[config.mk]
export PLATFORM = sky130hd
export DESIGN_NAME = mac_tile_flex
export DESIGN_NICKNAME = d
export VERILOG_FILES = /design/src/rtl/mac_flex_pkg.sv /design/src/rtl/mac_lane_mul.sv /design/src/rtl/mac_tile_flex.sv
export SDC_FILE = /design/constraint.sdc
export NUM_CORES = 1
export LEC_CHECK = 0
export ABC_AREA = 0
export CAP_MARGIN = 30
export CORE_MARGIN = 1
export CORE_UTILIZATION = 27
export DETAILED_ROUTE_END_ITERATION = 12
export PLACE_DENSITY = 0.54
export SYNTH_ARGS = -nofsm -noshare
export SYNTH_HDL_FRONTEND = slang
export SYNTH_SLANG_ARGS = --single-unit
[constraint.sdc]
create_clock -name clk -period 10.6 [get_ports clk]
set_input_delay 1.59 -clock clk [delete_from_list [all_inputs] [get_ports clk]]
set_output_delay 1.59 -clock clk [all_outputs]
set_load 0.01 [all_outputs]
[src/rtl/mac_flex_pkg.sv]
// Shared encodings and helpers for the precision-flexible MAC tile.
package mac_flex_pkg;

    typedef enum logic [1:0] {
        MODE_LANE2 = 2'b00,
        MODE_PAIR4 = 2'b01,
        MODE_QUAD8 = 2'b10,
        MODE_RSVD  = 2'b11
    } mode_e;

    localparam int INST_LOAD = 0;
    localparam int INST_EXEC = 1;

    // Reserved mode behaves like per-lane operation.
    function automatic int group_size(input logic [1:0] mode);
        case (mode)
            MODE_PAIR4: return 2;
            MODE_QUAD8: return 4;
            default:    return 1;
        endcase
    endfunction

endpackage

[src/rtl/mac_lane_mul.sv]
// Signed weight times unsigned activation slice, full-precision product.
module mac_lane_mul #(
    parameter int a_bw = 2,
    parameter int w_bw = 4
) (
    input  logic [w_bw-1:0]      w,
    input  logic [a_bw-1:0]      x,
    output logic [w_bw+a_bw:0]   p
);
    localparam int PB = w_bw + a_bw + 1;

    logic signed [PB-1:0] w_ext;
    logic signed [PB-1:0] x_ext;

    assign w_ext = PB'($signed(w));
    assign x_ext = PB'({1'b0, x});
    assign p     = w_ext * x_ext;

endmodule

[src/rtl/mac_tile_flex.sv]
// Weight-stationary MAC tile with runtime lane fusion (2/4/8-bit activations),
// two-stage execute pipeline and east/south forwarding.
module mac_tile_flex
    import mac_flex_pkg::*;
#(
    parameter int NLANE   = 4,
    parameter int a_bw    = 2,
    parameter int w_bw    = 4,
    parameter int psum_bw = 16
) (
    input  logic                     clk,
    input  logic                     reset,
    input  logic [1:0]               mode,
    input  logic [1:0]               inst_w,
    input  logic [NLANE*a_bw-1:0]    in_x,
    input  logic [NLANE*w_bw-1:0]    in_w,
    input  logic [NLANE*psum_bw-1:0] in_psum,
    output logic [NLANE*psum_bw-1:0] out_s,
    output logic                     out_valid,
    output logic [NLANE*a_bw-1:0]    out_x,
    output logic [NLANE*w_bw-1:0]    out_w,
    output logic [1:0]               inst_e
);
    localparam int PB = w_bw + a_bw + 1;

    logic [NLANE*w_bw-1:0]    w_reg;
    logic [NLANE*PB-1:0]      prod;
    logic [NLANE*PB-1:0]      prod_q;
    logic [NLANE*psum_bw-1:0] psum_q;
    logic [NLANE*psum_bw-1:0] sum_d;
    logic [1:0]               mode_q;
    logic                     exec_q;

    function automatic logic [psum_bw-1:0] sx(input logic [PB-1:0] p);
        return psum_bw'($signed(p));
    endfunction

    assign out_w = w_reg;

    for (genvar k = 0; k < NLANE; k++) begin : g_lane
        localparam int B2 = k - (k % 2);
        localparam int B4 = k - (k % 4);

        logic [w_bw-1:0]    mul_w;
        logic [psum_bw-1:0] fused2;
        logic [psum_bw-1:0] fused4;
        logic [psum_bw-1:0] fuse;

        // Every slice in a fused group multiplies by the base lane's weight.
        always_comb begin
            case (mode)
                MODE_PAIR4: mul_w = w_reg[B2*w_bw +: w_bw];
                MODE_QUAD8: mul_w = w_reg[B4*w_bw +: w_bw];
                default:    mul_w = w_reg[k*w_bw +: w_bw];
            endcase
        end

        mac_lane_mul #(.a_bw(a_bw), .w_bw(w_bw)) u_mul (
            .w (mul_w),
            .x (in_x[k*a_bw +: a_bw]),
            .p (prod[k*PB +: PB])
        );

        if (k % 2 == 0) begin : g_pair
            assign fused2 = sx(prod_q[k*PB +: PB])
                          + (sx(prod_q[(k+1)*PB +: PB]) << a_bw);
        end else begin : g_no_pair
            assign fused2 = '0;
        end

        if (k % 4 == 0) begin : g_quad
            assign fused4 = sx(prod_q[k*PB +: PB])
                          + (sx(prod_q[(k+1)*PB +: PB]) << a_bw)
                          + (sx(prod_q[(k+2)*PB +: PB]) << (2*a_bw))
                          + (sx(prod_q[(k+3)*PB +: PB]) << (3*a_bw));
        end else begin : g_no_quad
            assign fused4 = '0;
        end

        // Non-base lanes see a zero contribution, so their psum passes through.
        always_comb begin
            case (mode_q)
                MODE_PAIR4: fuse = fused2;
                MODE_QUAD8: fuse = fused4;
                default:    fuse = sx(prod_q[k*PB +: PB]);
            endcase
        end

        assign sum_d[k*psum_bw +: psum_bw] = psum_q[k*psum_bw +: psum_bw] + fuse;
    end

    always_ff @(posedge clk) begin
        if (reset) begin
            w_reg     <= '0;
            prod_q    <= '0;
            psum_q    <= '0;
            mode_q    <= '0;
            exec_q    <= 1'b0;
            out_s     <= '0;
            out_valid <= 1'b0;
            out_x     <= '0;
            inst_e    <= '0;
        end else begin
            inst_e    <= inst_w;
            exec_q    <= inst_w[INST_EXEC];
            out_valid <= exec_q;
            if (inst_w[INST_LOAD]) begin
                w_reg <= in_w;
            end
            if (inst_w[INST_EXEC]) begin
                prod_q <= prod;
                psum_q <= in_psum;
                mode_q <= mode;
                out_x  <= in_x;
            end
            if (exec_q) begin
                out_s <= sum_d;
            end
        end
    end

endmodule

# Yosys cells after proc, flatten, opt, wreduce, memory -nomap -nowiden
# Cells that the tools add are included.
word_totals:
  reg_bits: 186
  inputBits: 94
  out_inout_bits: 91
  elab_cells: 34
op_classes:
  addsub: 8
  multipliers: 4
  eq_ne: 4
  muxes: 7
  n_reduce_logical: 2
ops:
  columns: ["op", "n"]
  rows:
  - ["$add 16x16->16", 4]
  - ["$pmux 16 s2", 2]
  - ["$mux 16", 2]
  - ["$mul 4x3->7", 4]
  - ["$add 7x9->10", 2]
  - ["$add 12x13->14", 1]
  - ["$add 10x11->12", 1]
  - ["$mux 4", 2]
  - ["$pmux 4 s2", 1]
  - ["$eq 2x1->1 const B", 2]
  - ["$eq 2x2->1 const B", 2]
  - ["$reduce_or 2->1", 2]

# Longest topological paths before layout
logic_depth:
  depth_word: 5
  ltp_mapped: 24
  mapped_depth_nobuf: 24

# By module
# From an unflattened synthesis, not the netlist that was laid out.
hier_totals:
  cells_unflattened: 1313
  hier_area_um2: 11696.2
modules_own_cells:
  columns: ["module", "n_inst", "cells_per_inst", "area_per_inst_um2", "seq_area_each_um2"]
  rows:
  - ["mac_tile_flex", 1, 1209, 10775.3, 3703.6]
  - ["mac_lane_mul", 4, 26, 230.2, 0.0]

# Least setup slack after synthesis
# No wires, ideal clock.
synth_timing:
  kind: "flip-flop to flip-flop"
  startpoint: "reg prod_q[2]"
  endpoint: "reg out_s[15]"
  setup_time_ps: 62
  arrival_ps: 4722
  required_ps: 10538
  slack_ps: 5816
  stages_incl_launch_ff: 22
  path_buffers: 0
  period_less_slack_ps: 4784
  cell_sequence: "dfxtp_1 > ha_1 > fa_1 > a21o_1 > a21oi_1 > xnor2_1 > fa_1 > ha_1 > a21o_1 > a21oi_1 > o21bai_1 > a21oi_1 > o21ai_0 > nand4b_1 > o211ai_1 > ha_1 > a21o_1 > a21o_1 > a21o_1 > o32a_1 > a211o_1 > nand3_1"
synth_between:
  elab_chain_len: 5
synth_lines:
  columns: ["item", "line", "source"]
  rows:
  - ["start, declared", "mac_tile_flex.sv:28", "logic [NLANE*PB-1:0] prod_q;"]
  - ["start signal, assigned", "mac_tile_flex.sv:111", "prod_q <= prod;"]
  - ["$add 7x9->10", "mac_tile_flex.sv:66, mac_tile_flex.sv:73", null]
  - ["$add 10x11->12", "mac_tile_flex.sv:74", "+ (sx(prod_q[(k+2)*PB +: PB]) << (2*a_bw))"]
  - ["$add 12x13->14", "mac_tile_flex.sv:75", "+ (sx(prod_q[(k+3)*PB +: PB]) << (3*a_bw));"]
  - ["$pmux 16 s2 (*)", "mac_tile_flex.sv:82", "case (mode_q)"]
  - ["$add 16x16->16 (*)", "mac_tile_flex.sv:89", "assign sum_d[k*psum_bw +: psum_bw] = psum_q[k*psum_bw +: psum_bw] + fuse;"]
  - ["end signal, assigned", "mac_tile_flex.sv:117", "out_s <= sum_d;"]
  - ["end, declared", "mac_tile_flex.sv:18", "output logic [NLANE*psum_bw-1:0] out_s,"]
# Mark *: on every way between the ends. The rest lies on a longest branch, timed or not.
# A chain may end at the register's enable or synchronous reset.

# Worst setup path after layout
# Same ends and word-level chain as after synthesis.

==> out/results.ini <==
[timing]
finalMaxSlewViolations = 0
rsz0062_at_grt = no
fin_crit_ns = 5.26
setup_viol = 0
relSlewSlack_pct = 35.8
fmax_mhz = 190
tightestPinTransition_ns = 0.959
finalCritPeriodShare_pct = 49.6
fin_skew_ns = 0.0134
final-hold-violation-count = 0
setup_tns_ns = 0

[global_route]
overflow = 0
grt_pass1_vias = 9594
grt_max_degree = 85
grt_pass1_wl_um = 52000
grt_antenna_before_repair = 0
track_usage_pct = 15.1

[clock_network]
htreeDepth = 4
insertion_delay_ns = 0.47
cts_resized = 0
clk_pin_slew_ns = 0.08
cts_buffers = 17
postCtsHoldBufs = 0
cts_max_path_buffers = 2
cts.sink_count = 185
cts_root_buf = clkbuf_16
cts_setup_buffers = 0
cts_tree = done

[logic_synthesis]
yosys.cell_count.top_type = nor2_1
synthCells = 1335
yosysTopAreaCell = dfxtp_1
synth_top_cells_by_count = 193 x nor2_1, 185 x dfxtp_1, 123 x mux2i_1
synth_area_um2 = 11600
async_reset_ff_share_pct = 0
ys_seq_area_share_pct = 31.9
synthTopCellsByArea = dfxtp_1 32%, ha_1 13%, mux2i_1 11%, nor2_1 6.2%, a21oi_1 3.3%
ys.flop_type = dfxtp_1
yosysTopAreaCellShare_pct = 31.9
ys_ff_latch = 185
syn_nets = 1568
yosysWarningCount = 0
postSynthAreaPerCell_um2 = 8.71
synth_edf_count = 0
yosysUniqueCellTypes = 70

[routing]
drt-pass1-iter-count = 4
antenna_left = 0
wl_per_cell_um = 16.1
drt_iter0_drc = 450
drc = 0
finalWirelength_um = 32900
viasPerCell = 4.84
via_count = 9888

[placed_design]
dpl.cell_count = 2010
portBuffers = 184
gp_congestion = 0.874
hpwl_um = 24700

[layout]
num_antenna_cells = 0
finalNonFillerCells = 2043
syn_to_final_growth_pct = 26.3
nets = 1724
drive_gt1_share_pct = 4.19

[pwr]
power_density_nw_per_um2 = 131
leakage_nw = 6.48
ir_drop_mv = 0.104

[worst_setup_path]
crit_path_cell_trace = ha_1 > fa_1 > a21o_1 > a21oi_1 > xnor2_1 > fa_1 > ha_1 > a21o_1 > a21oi_1 > o21bai_1 > a21oi_1 > o21ai_0 > nand4b_1 > o211ai_1 > ha_1 > a21o_1 > a21o_1 > a21o_1 > o32a_1 > a211o_1 > nand3_1
critPathBufInv = 0
critPathSlowestCell = fa_1
worst_ep_required_time_ns = 11.01
critPathCaptureType = register
crit_arrival_ns = 5.67
reg2reg_to = out_s[15]$_SDFFE_PP0P_
path_max_fanout = 4
cpMostUsedCell = a21o_1
ff2ff_path_depth = 21
worstSetupPathType = reg -> reg
rrSetupSlack_ns = 5.34
slowest_delay_ns = 0.48
critical_path.top_delay_family = compound AO/OA/AOI/OAI gates
r2r-start = prod_q[2]$_SDFFE_PP0P_
crit_path_start_kind = register

[die]
core_um2 = 42200
initial_utilization_pct = 27.5
die_h_um = 210
num_io_pins = 185
die_width_um = 210
die_area_um2 = 43900
rows = 75

[outcome]
status = complete, no violations

[job]
drv_cap = 0

[min_path]
min_to = out_s[41]$_SDFFE_PP0P_
min_path_cells = 2
hold_class = reg -> reg
min_from = out_s[41]$_SDFFE_PP0P_

[worst register-to-register path, stage by stage (launching register included)]
cell and delay (ns):
dfxtp_1 0.33, ha_1 0.25, fa_1 0.43, a21o_1 0.18
a21oi_1 0.23, xnor2_1 0.19, fa_1 0.48, ha_1 0.31
a21o_1 0.19, a21oi_1 0.22, o21bai_1 0.10, a21oi_1 0.21
o21ai_0 0.16, nand4b_1 0.13, o211ai_1 0.13, ha_1 0.34
a21o_1 0.22, a21o_1 0.18, a21o_1 0.19, o32a_1 0.36
a211o_1 0.30, nand3_1 0.07
[cell type report]
type / count / area (um^2)
flip-flops and latches: 185 / 3700
inverters: 68 / 255
fillers: 4357 / 27500
multi-input cells: 1026 / 7460
clock inverters: 15 / 235
repair buffers: 193 / 1930
clock buffers: 17 / 425
well taps: 539 / 674
[stage by stage]
stage	power [mW]	setup slack, ns	utilization, %	hold slack (ns)	instance area, um^2
global route	2.03	5.03	34.8	0.495	14700
detailed placement	1.21	5.41	33.1	0.446	14000
CTS	1.96	5.37	34.7	0.464	14700
global placement	1.20	5.50	33.1	0.444	14000
floorplan	1.05	5.82	-	0.450	11600
finish	1.92	5.34	34.8	0.459	14700
[cell usage in the layout (no fill, tap or decap), types with 5 or more instances in the layout]
master / n
nor2_1: 192
o211ai_1: 7
o31a_1: 5
nor2b_1: 25
inv_6: 6
a22oi_1: 10
inv_1: 68
nand3_1: 24
nand2_1: 73
clkdlybuf4s50_1: 182
fa_1: 18
o21bai_1: 11
a31oi_1: 8
buf_4: 9
dfxtp_1: 184
clkbuf_16: 17
ha_1: 121
a21o_1: 27
or3_1: 7
nor3_1: 16
xnor2_1: 34
a211oi_1: 25
o21a_1: 17
bufinv_16: 5
mux2i_1: 123
xor2_1: 15
nand2b_1: 11
a21oi_1: 77
and3_1: 8
and2_1: 25
o21ai_0: 63
[worst max path at each step]
stage / from / endpoint / slack [ns] / cells past startpoint
final: prod_q[2]$_SDFFE_PP0P_ / out_s[15]$_SDFFE_PP0P_ / 5.34 / 21
after global routing: prod_q[2]$_SDFFE_PP0P_ / out_s[15]$_SDFFE_PP0P_ / 5.03 / 21
after CTS: prod_q[2]$_SDFFE_PP0P_ / out_s[15]$_SDFFE_PP0P_ / 5.37 / 21
after detailed placement: prod_q[2]$_SDFFE_PP0P_ / out_s[15]$_SDFFE_PP0P_ / 5.41 / 21
after global placement: prod_q[2]$_SDFFE_PP0P_ / out_s[15]$_SDFFE_PP0P_ / 5.50 / 21
after floorplan: prod_q[2]$_SDFFE_PP0P_ / out_s[15]$_SDFFE_PP0P_ / 5.82 / 21
[state kept, by name, indices dropped and copies added, names as in the netlist]
register / count
prod_q: 28
out_x: 8
mode_q: 2
out_w: 16
psum_q: 64
inst_e: 2
out_valid: 1
out_s: 64
[routing by layer]
| metal | up-vias | GRT usage (%) | wire (um) |
|---|---|---|---|
| met5 | - | 0 | 0 |
| met3 | 31 | 3.31 | 1430 |
| met2 | 189 | 24.0 | 14600 |
| met4 | 0 | 4.98 | 554 |
| met1 | 4616 | 20.3 | 16300 |
| li1 | 5052 | - | - |
[power breakdown]
part | internal [mW] | switching (mW) | total, mW
Clock | 0.424 | 0.309 | 0.733
Sequential | 0.735 | 0.0334 | 0.768
Combinational | 0.201 | 0.221 | 0.422
[kinds of logic after synthesis]
| kind of cell | Yosys count | share of synthesized area, % |
|---|---|---|
| xor+xnor | 49 | 3.69 |
| simple gates | 406 | 16.1 |
| compound gates | 306 | 17.3 |
| flops | 185 | 31.9 |
| mux | 126 | 10.9 |
| fa+ha+maj | 139 | 16.1 |
| buf+inv | 124 | 4.04 |
No activity file was read; power rests on OpenSTA's default activity.
